## config.mk

```make
export PLATFORM = sky130hd
export DESIGN_NAME = rr_arbiter_8
export DESIGN_NICKNAME = d
export VERILOG_FILES = /design/src/rtl/rr_arbiter_8.sv
export SDC_FILE = /design/constraint.sdc
export NUM_CORES = 1
export LEC_CHECK = 0
export ABC_CLOCK_PERIOD_IN_PS = 8600
export BUFFER_PORTS_ARGS = -buffer_cell sky130_fd_sc_hd__buf_2
export CAP_MARGIN = 40
export CORE_MARGIN = 5
export CORE_UTILIZATION = 45
export CTS_CLUSTER_DIAMETER = 30
export DETAILED_ROUTE_END_ITERATION = 10
export GPL_TIMING_DRIVEN = 0
export PLACE_DENSITY = 0.68
export SETUP_SLACK_MARGIN = 0.2
export SYNTH_ARGS = -nofsm -noshare
export SYNTH_HDL_FRONTEND = slang
export SYNTH_SLANG_ARGS = --single-unit
```

## constraint.sdc

```tcl
create_clock -name clk -period 8.6 [get_ports clk]
set_input_delay 0.43 -clock clk [delete_from_list [all_inputs] [get_ports clk]]
set_output_delay 0.43 -clock clk [all_outputs]
set_load 0.1 [all_outputs]
```

## src/rtl/rr_arbiter_8.sv

```systemverilog
// rr_arbiter_8: 8-way round-robin arbiter with done-based release; optional forced release via ARB_TIMEOUT_EN
module rr_arbiter_8 #(
  parameter int TIMEOUT = 16
) (
  input  logic       clk,
  input  logic       rst,
  input  logic [7:0] req,
  input  logic       done,
  output logic [7:0] grant,
  output logic [2:0] grant_idx,
  output logic       grant_valid,
  output logic       timeout
);
  typedef enum logic {IDLE, BUSY} state_t;
  state_t     state, state_n;
  logic [2:0] ptr, ptr_n, win, idx_n;
  logic [7:0] grant_n;
  logic       valid_n, expire;
  if (TIMEOUT < 2 || TIMEOUT > 255) begin : g_bad_timeout
    $error("rr_arbiter_8: TIMEOUT must be in 2..255");
  end
`ifdef ARB_TIMEOUT_EN
  logic [7:0] cnt;
  assign expire = (state == BUSY) && !done && (cnt == 8'(TIMEOUT - 1));
  // hold-time counter: zero while idle, counts busy cycles without done
  always_ff @(posedge clk) begin
    cnt     <= (rst || state == IDLE || expire) ? 8'd0 : done ? cnt : cnt + 8'd1;
    timeout <= rst ? 1'b0 : expire;
  end
`else
  assign expire  = 1'b0;
  assign timeout = 1'b0;
`endif
  // rotating-priority pick plus next-state/output computation
  always_comb begin
    win = ptr;
    for (int i = 7; i >= 0; i--)
      if (req[ptr + 3'(i)]) win = ptr + 3'(i);
    state_n = state;
    ptr_n   = ptr;
    grant_n = grant;
    idx_n   = grant_idx;
    valid_n = grant_valid;
    if (state == IDLE && |req) begin
      state_n = BUSY;
      grant_n = 8'd1 << win;
      idx_n   = win;
      valid_n = 1'b1;
    end else if (state == BUSY && (done || expire)) begin
      state_n = IDLE;
      ptr_n   = grant_idx + 3'd1;
      grant_n = 8'd0;
      idx_n   = 3'd0;
      valid_n = 1'b0;
    end
  end
  // registered state and outputs
  always_ff @(posedge clk) begin
    state       <= rst ? IDLE : state_n;
    ptr         <= rst ? 3'd0 : ptr_n;
    grant       <= rst ? 8'd0 : grant_n;
    grant_idx   <= rst ? 3'd0 : idx_n;
    grant_valid <= rst ? 1'b0 : valid_n;
  end
endmodule
```

==> results of run 1 <==
==> report_power, final <==
| part | total [mW] | switching [mW] | internal [mW] |
|---|---|---|---|
| clock | 0.0404 | 0.0231 | 0.0173 |
| combinational | 0.151 | 0.103 | 0.0483 |
| sequential | 0.0791 | 0.00363 | 0.0755 |
| total | 0.271 | 0.130 | 0.141 |
==> state kept, by name, indices dropped and copies added, names as in the netlist <==
signal     cells
grant          8
grant_idx      3
ptr            3
state          1
==> layout make-up <==
cell class                 instances  area, µm²  area share, %
sequential                        15        300           18.0
tap                               44       55.1           3.30
inverter                           8       30.0           1.80
timing repair buffer              22        110           6.59
clock buffer                       3       22.5           1.35
multi-input combinational        137       1080           64.5
clock inverter                     1       5.00          0.300
buffer                            13       70.1           4.19
==> cell families after synthesis <==
kind of cell,after synthesis,synth area share (%)
AO/OA/AOI/OAI,48,23.1
XOR/XNOR,6,3.56
adder cells (fa/ha/maj),3,2.54
buffers and inverters,21,6.77
flip-flops,15,20.3
multiplexers,27,27.2
other,1,0.254
AND/OR/NAND/NOR,52,16.3
==> through the flow <==
stage	hold slack, ns	total power [mW]
2_1_floorplan	0.499	0.201
3_3_place_gp	0.431	0.228
3_5_place_dp	0.436	0.231
4_1_cts	0.392	0.272
5_1_grt	0.397	0.289
6_report	0.401	0.271
==> per-layer routing <==
layer / global-route usage, % / wire (µm)
met5: 0 / 0
met4: 3.04 / 12
met3: 3.00 / 175
met2: 31.7 / 1860
met1: 23.0 / 1670
==> worst max path at each step <==
stage,from,end,slack [ns],depth (start not counted)
detailed placement,ptr[0],grant[0],4.83,14
global route,ptr[0],grant[0],4.47,14
floorplan,ptr[0],grant[2],5.33,14
global placement,ptr[0],grant[2],4.96,14
CTS,ptr[0],grant[0],4.81,14
finish,ptr[0],grant[0],4.79,14
==> synthesized netlist by cell type, drive strengths merged, types with 2 or more instances <==
cell type,instances
a211oi,5
a21oi,7
a221oi,3
a31oi,3
and2,3
buf,10
clkbuf,3
dfxtp,15
ha,3
inv,8
mux2,5
mux2i,12
mux4,10
nand2,25
nand3,3
nor2,9
nor2b,2
nor3,3
nor4,2
o211ai,3
o21ai,7
o221ai,2
o31ai,9
xnor2,3
xor2,3
==> critical path, cell delays in order (launching register included) <==
cell and delay, ns:
dfxtp_1 0.35, buf_6 0.15, buf_2 0.24, buf_2 0.26, inv_1 0.07, ha_1 0.27, clkbuf_1 0.26, buf_4 0.25
mux2i_1 0.26, mux2i_1 0.10, o221ai_1 0.34, o2111ai_1 0.21, and4_1 0.26, or3_1 0.42, o31ai_1 0.28
==> run_results.csv, run 1 <==
group,metric,value,unit
timing,timing.slew.headroom,63.7,%
timing,rsz0062_at_grt,"no",
min_path,hold_end,"grant_idx[0]",
critical_path,reg2reg_depth,14,
finish,finalNonFillerCells,243,
clock_tree,path_clk_slew,0.09,ns
die,ios,24,
grt,overflow,0,
min_path,hold_path.startpoint,"rst",
grt,grt_use_total,17.9,%
timing,finalHoldViolations,0,
placement,io_buffers,22,
critical_path,crit_path_end_kind,"flop",
timing,fmax,262,MHz
clock_tree,cts_sinks,15,
detailed_routing,drt_wl_total,3720,µm
finish,final_common_cell,"buf_2",
detailed_routing,ant_nets,0,
grt,grt_pass1_wl,6360,µm
outcome,status,"finished, final reports clean",
grt,grt_max_degree,11,
placement,post-place-ws,4.83,ns
clock_tree,cts_setup_buffers,0,
yosys,synth_nets,187,
grt,grt_pass1_vias,1368,
timing,fin_ws,4.79,ns
critical_path,critPathLaunchType,"flop",
clock_tree,ctsResizeCount,0,
timing,worst_pin_slew,0.540,ns
die,die_y,67.3,µm
critical_path,worstSetupPathType,"flop to flop",
placement,dp_cells,239,
critical_path,rrSetupSlack,4.79,ns
clock_tree,htreeDepth,1,
min_path,hold_class,"input pin to flop",
critical_path,cp_data_arrival_time,4.01,ns
critical_path,worstPathRequired,8.80,ns
min_path,worstHoldPathCells,2,
finish,utilization,53.8,%
clock_tree,cts_buffers,3,
placement,placed_cell_area,1640,µm²
grt,antenna_found_initial,0,
clock_tree,clockRootBuffer,"clkbuf_4",
yosys,synth_top_area_cell,"dfxtp_1",
finish,final_area,1670,µm²
yosys,ys_seq_area_share,20.3,%
die,rows,20,
timing,fin_tns_setup,0,ns
yosys,synth.area.top_cells,"dfxtp_1, mux4_2, mux2i_1",
die,initial_utilization,47.6,%
detailed_routing,first_pass_iters,4,
finish,nNetsFinal,214,
clock_tree,ctsLongestPathBuffers,2,
placement,gp_congestion,0.885,
yosys,ys_ff_latch,15,
clock_tree,clkLatencyLatePin,0.29,ns
timing,finClkSkew,0.00874,ns
pwr,p_per_area,162,nW/µm²
finish,n_antenna_cell,0,
finish,num-fill-cells,323,
pwr,power.leakage,0.657,nW
yosys,synth_ff_type,"dfxtp_1",
finish,most-common-layout-cells,"buf_2, nand2_1, dfxtp_1, mux2i_1, mux4_2",
critical_path,rr_endpoint,"grant[0]",
yosys,syn_inst,173,
yosys,synthDistinctLibCells,45,
finish,drive_above_1_share,25.6,%
pwr,peakVddDrop,0.102,mV
yosys,synth_edf_count,0,
critical_path,worstPathMaxFanout,10,
placement,dp_hpwl,2970,µm
clock_tree,hold_buffers,0,
die,die_area,4530,µm²
timing,finalCritPeriodShare,44.3,%
die,dieWidth,67.3,µm
detailed_routing,first_iter_violations,74,
run,maxCapViolations,0,
critical_path,timing.rr.start,"ptr[0]",
yosys,synth_top_area_share,20.3,%
yosys,syn_avg_cell_area,8.54,µm²
clock_tree,tritoncts,"done",
detailed_routing,wl_per_cell,15.3,µm
yosys,synth-async-reset-ratio,0,%
yosys,yosys_warnings,0,
detailed_routing,dr_total_vias,1421,
detailed_routing,drc,0,
die,core_area,3100,µm²
timing,fin_crit,3.81,ns
finish,layout-area-overhead-vs-synth,13.0,%
timing,setup_viol,0,
detailed_routing,viasPerCell,5.85,
timing,drv_slew,0,
yosys,synth_area,1480,µm²
No activity file was read; power rests on OpenSTA's default activity.
==> inputs of run 2 (changes only) <==
ABC_CLOCK_PERIOD_IN_PS = 3300   (was 8600)
PLACE_DENSITY = 0.7   (was 0.68)
clock period = 3.3 ns   (was 8.6 ns; I/O delays follow)
==> run_results.csv, run 2 (synthesized netlist as in run 1, its figures left out) <==
group,metric,value,unit
placement,dp_cells,239,
grt,grt_pass1_wl,6730,µm
grt,grt_max_degree,11,
die,die_y,67.3,µm
pwr,power.leakage,0.748,nW
finish,nNetsFinal,225,
critical_path,worstPathRequired,3.53,ns
timing,finClkSkew,0.0102,ns
detailed_routing,wl_per_cell,15.9,µm
timing,timing.slew.headroom,65.3,%
outcome,status,"finished, final reports clean",
die,initial_utilization,47.6,%
timing,finalHoldViolations,0,
clock_tree,ctsLongestPathBuffers,2,
critical_path,critPathLaunchType,"flop",
finish,n_antenna_cell,0,
clock_tree,path_clk_slew,0.10,ns
finish,largest-register,"grant",
timing,fin_crit,3.02,ns
clock_tree,tritoncts,"done",
finish,most-common-layout-cells,"buf_2, nand2_1, dfxtp_1, buf_4, mux2i_1",
detailed_routing,first_iter_violations,65,
die,dieWidth,67.3,µm
finish,finalNonFillerCells,254,
placement,gp_congestion,0.823,
timing,finalCritPeriodShare,91.4,%
critical_path,cp_data_arrival_time,3.24,ns
die,rows,20,
timing,hold_ws,0.134,ns
critical_path,worstPathMaxFanout,5,
clock_tree,clockRootBuffer,"clkbuf_4",
finish,largest_reg_flops,8,
detailed_routing,drc,0,
die,ios,24,
clock_tree,clkLatencyLatePin,0.30,ns
detailed_routing,dr_total_vias,1527,
placement,dp_hpwl,2920,µm
finish,drive_above_1_share,39.5,%
grt,grt_pass1_vias,1463,
detailed_routing,ant_nets,0,
clock_tree,cts_sinks,15,
grt,antenna_found_initial,0,
die,die_area,4530,µm²
critical_path,crit_path_end_kind,"flop",
timing,setup_viol,0,
min_path,hold_class,"input pin to flop",
timing,rsz0062_at_grt,"yes",
finish,layout-area-overhead-vs-synth,28.6,%
clock_tree,hold_buffers,0,
run,maxCapViolations,0,
finish,reg_top3,"grant x8, grant_idx x3, ptr x3",
clock_tree,cts_buffers,3,
timing,drv_slew,0,
timing,worst_pin_slew,0.520,ns
grt,grt_use_total,19.3,%
pwr,peakVddDrop,0.321,mV
die,core_area,3100,µm²
placement,io_buffers,22,
detailed_routing,viasPerCell,6.01,
critical_path,worstSetupPathType,"flop to flop",
detailed_routing,first_pass_iters,4,
pwr,total_power,0.782,mW
clock_tree,htreeDepth,1,
pwr,p_per_area,411,nW/µm²
timing,fmax,332,MHz
grt,overflow,0,
detailed_routing,drt_wl_total,4040,µm
run 2: cell count changes in the layout (fill, tap and decap cells not counted), sizes merged:
cell / delta
buf: +12
clkbuf: -1
clkinvlp: +1
inv: -1
run 2: worst paths after layout:
path              depth (start not counted)  slack [ns]            to  startpoint
setup / recovery                         13        0.28      grant[1]      ptr[0]
hold / removal                            2        0.13  grant_idx[0]         rst
setup reg to reg                         13        0.28      grant[1]      ptr[0]
hold reg to reg                           2        0.46      grant[7]    grant[7]
run 2: timing repair:
item,4_1_cts,5_1_grt
resized for setup,17,13
endpoints found under the hold margin,0,0
pin swaps,6,5
buffers inserted,5,6
endpoints found under the setup margin,11,9
run 2: through the flow:
step                setup TNS, ns  util, %  cell area [µm²]  setup slack [ns]
floorplan                       0        -             1490             0.253
global placement           -0.213     53.3             1660           -0.0538
detailed placement          -1.29     53.3             1660            -0.196
CTS                             0     57.7             1790             0.221
global route                    0     61.3             1900             0.192
finish                          0     61.3             1900             0.284
run 2: final cells by class:
class	count	area (µm²)
tap	44	55.1
fill	274	1200
buffer	13	111
sequential	15	302
clock buffer	3	22.5
multi-input combinational	137	1180
timing repair buffer	33	193
clock inverter	1	5.00
inverter	8	33.8
run 2: layer usage:
metal	global-route usage (%)	up-vias	wire length, µm
met5	0	-	0
met1	23.0	737	1730
met2	34.8	48	2040
met3	3.00	9	187
li1	-	733	-
met4	6.58	0	79
run 2: critical path: stages, from the launching register on:
cell	delay, ns
dfxtp_2	0.34
buf_6	0.10
buf_8	0.09
buf_8	0.08
inv_1	0.05
ha_4	0.26
buf_8	0.11
mux4_2	0.53
a221oi_2	0.27
a32oi_1	0.10
nand4b_1	0.22
a31oi_4	0.14
or3b_4	0.43
o31ai_2	0.21
run 2: report_power, final:
group	total [mW]	leakage [nW]	switching (mW)	internal, mW
clock network	0.109	0.0177	0.0641	0.0452
logic	0.466	0.607	0.298	0.167
registers	0.207	0.123	0.00975	0.197
total	0.782	0.748	0.372	0.410
==> inputs of run 3 (changes only) <==
ABC_CLOCK_PERIOD_IN_PS = unset   (was 3300)
MAX_ROUTING_LAYER = met4   (was unset)
==> run_results.csv, run 3 (synthesized netlist as in run 1, its figures left out) <==
group,metric,value,unit
outcome,status,"finished, final reports clean",
critical_path,crit_start,"ptr[0]",
finish,drive_above_1_share,39.5,%
pwr,power_frac_seq,26.3,%
critical_path,rr_endpoint,"grant[0]",
timing,fin_tns_setup,0,ns
critical_path,worstPathMaxFanout,5,
grt,grt_pass1_wl,6850,µm
detailed_routing,wl_per_cell,16.2,µm
finish,num-fill-cells,282,
pwr,peakVddDrop,0.290,mV
placement,io_buffers,22,
finish,final_area,1910,µm²
grt,grt_pass1_vias,1503,
detailed_routing,highest_layer,"met4",
critical_path,worstPathCellList,"buf_6, buf_8, buf_8, inv_4, ha_4, buf_8, mux4_2, a221oi_2, a32oi_1, nand4b_1, a31oi_4, or3b_4, o31ai_1",
timing,drv_slew,0,
pwr,p_comb_share,59.9,%
grt,grt_use_total,20.4,%
min_path,hold_class,"input pin to flop",
clock_tree,tritoncts,"done",
pwr,power.internal,0.408,mW
clock_tree,htreeDepth,1,
timing,rsz0062_at_grt,"yes",
pwr,p_sw_share,48.1,%
timing,worst_pin_slew,0.532,ns
timing,finalHoldViolations,0,
detailed_routing,route.met3.wl,194,µm
placement,dp_hpwl,2990,µm
critical_path,critPathBufInv,5,
timing,setup_viol,0,
clock_tree,cts_buffers,3,
detailed_routing,viasPerCell,6.10,
placement,gp_congestion,0.850,
critical_path,slowest_stage,"mux4_2",
finish,nNetsFinal,225,
timing,fmax,336,MHz
critical_path,worstPathRequired,3.52,ns
finish,reg_top3,"grant x8, grant_idx x3, ptr x3",
critical_path,crit_path_end_kind,"flop",
critical_path,path_delay_family,"compound AO/OA/AOI/OAI gates",
finish,largest_reg_flops,8,
timing,fin_ws,0.321,ns
detailed_routing,first_iter_violations,89,
die,core_area,3100,µm²
critical_path,worstSetupPathType,"flop to flop",
critical_path,rrSetupSlack,0.32,ns
critical_path,crit_cells,13,
detailed_routing,route.met2.wl,2120,µm
placement,dp_cells,239,
clock_tree,path_clk_slew,0.10,ns
timing,finalCritPeriodShare,90.3,%
critical_path,critPathLaunchType,"flop",
finish,final_common_cell,"nand2_1",
pwr,p_clk_share,13.8,%
grt,overflow,0,
critical_path,crit_top_cell,"buf_8",
clock_tree,cts_sinks,15,
clock_tree,ctsLongestPathBuffers,2,
die,initial_utilization,47.6,%
critical_path,cp-endpoint,"grant[0]",
clock_tree,hold_buffers,0,
finish,layout-area-overhead-vs-synth,29.2,%
die,ios,24,
detailed_routing,drt_wl_total,4110,µm
pwr,p_per_area,412,nW/µm²
finish,n_antenna_cell,0,
critical_path,timing.rr.start,"ptr[0]",
placement,placed_cell_area,1660,µm²
timing,timing.slew.headroom,64.5,%
detailed_routing,drc,0,
die,die_y,67.3,µm
placement,post-place-ws,-0.148,ns
run,maxCapViolations,0,
timing,fin_crit,2.98,ns
clock_tree,clockRootBuffer,"clkbuf_4",
die,rows,20,
grt,antenna_found_initial,0,
pwr,netSwitchingPower,0.378,mW
pwr,power.leakage,0.749,nW
detailed_routing,ant_nets,0,
finish,finalNonFillerCells,254,
detailed_routing,first_pass_iters,4,
die,dieWidth,67.3,µm
finish,most-common-layout-cells,"nand2_1, buf_2, dfxtp_1, buf_4, mux2i_1",
clock_tree,clkLatencyLatePin,0.29,ns
critical_path,critical_path.max_stage_delay,0.56,ns
die,die_area,4530,µm²
detailed_routing,m1WireLength,1740,µm
timing,finClkSkew,0.0114,ns
finish,largest-register,"grant",
grt,grt_max_degree,11,
critical_path,cp_data_arrival_time,3.20,ns
detailed_routing,dr_total_vias,1549,
critical_path,reg2reg_depth,13,
[run 3: cell counts in the layout (fill, tap and decap cells not counted)]
Identical to the previous run, type by type.
[run 3: repair_timing]
item | 4_1_cts | 5_1_grt
endpoints found under the setup margin | 11 | 8
pin swaps | 7 | 7
gates resized for setup | 17 | 14
buffers inserted | 6 | 5
[run 3: layer usage]
metal / GRT usage, % / up-vias
li1: - / 736
met1: 24.4 / 737
met2: 34.8 / 68
met4: 5.32 / 0
met5: - / -
met3: 3.99 / 8
[run 3: how the worst min path moves through the flow]
stage | startpoint | to | slack, ns | depth (start not counted)
floorplan | rst | grant_idx[0] | 0.23 | 1
global placement | grant[5] | grant[5] | 0.43 | 2
detailed placement | grant[1] | grant[1] | 0.43 | 2
CTS | rst | ptr[0] | 0.13 | 2
global route | rst | ptr[0] | 0.12 | 2
finish | rst | grant_idx[1] | 0.14 | 2
[run 3: stage by stage]
step / utilization (%) / total power, mW / hold slack, ns
floorplan: - / 0.529 / 0.234
global placement: 53.3 / 0.597 / 0.431
detailed placement: 53.3 / 0.606 / 0.434
CTS: 58.0 / 0.748 / 0.132
global route: 61.5 / 0.837 / 0.124
finish: 61.5 / 0.786 / 0.141
[run 3: area by class of cell]
class	instances	area, µm²	share of cell area [%]
Buffer	13	108	5.64
Tap cell	44	55.1	2.88
Multi-Input combinational cell	137	1190	62.3
Sequential cell	15	302	15.8
Clock buffer	3	22.5	1.18
Timing Repair Buffer	33	193	10.1
Inverter	8	36.3	1.90
Clock inverter	1	5.00	0.262
[run 3: power groups by stage]
stage	combinational, mW	clock, mW	sequential [mW]
5_1_grt	0.503	0.125	0.209
6_report	0.471	0.108	0.207
2_1_floorplan	0.224	0	0.305
4_1_cts	0.432	0.110	0.207
3_5_place_dp	0.396	0	0.211
3_3_place_gp	0.387	0	0.210
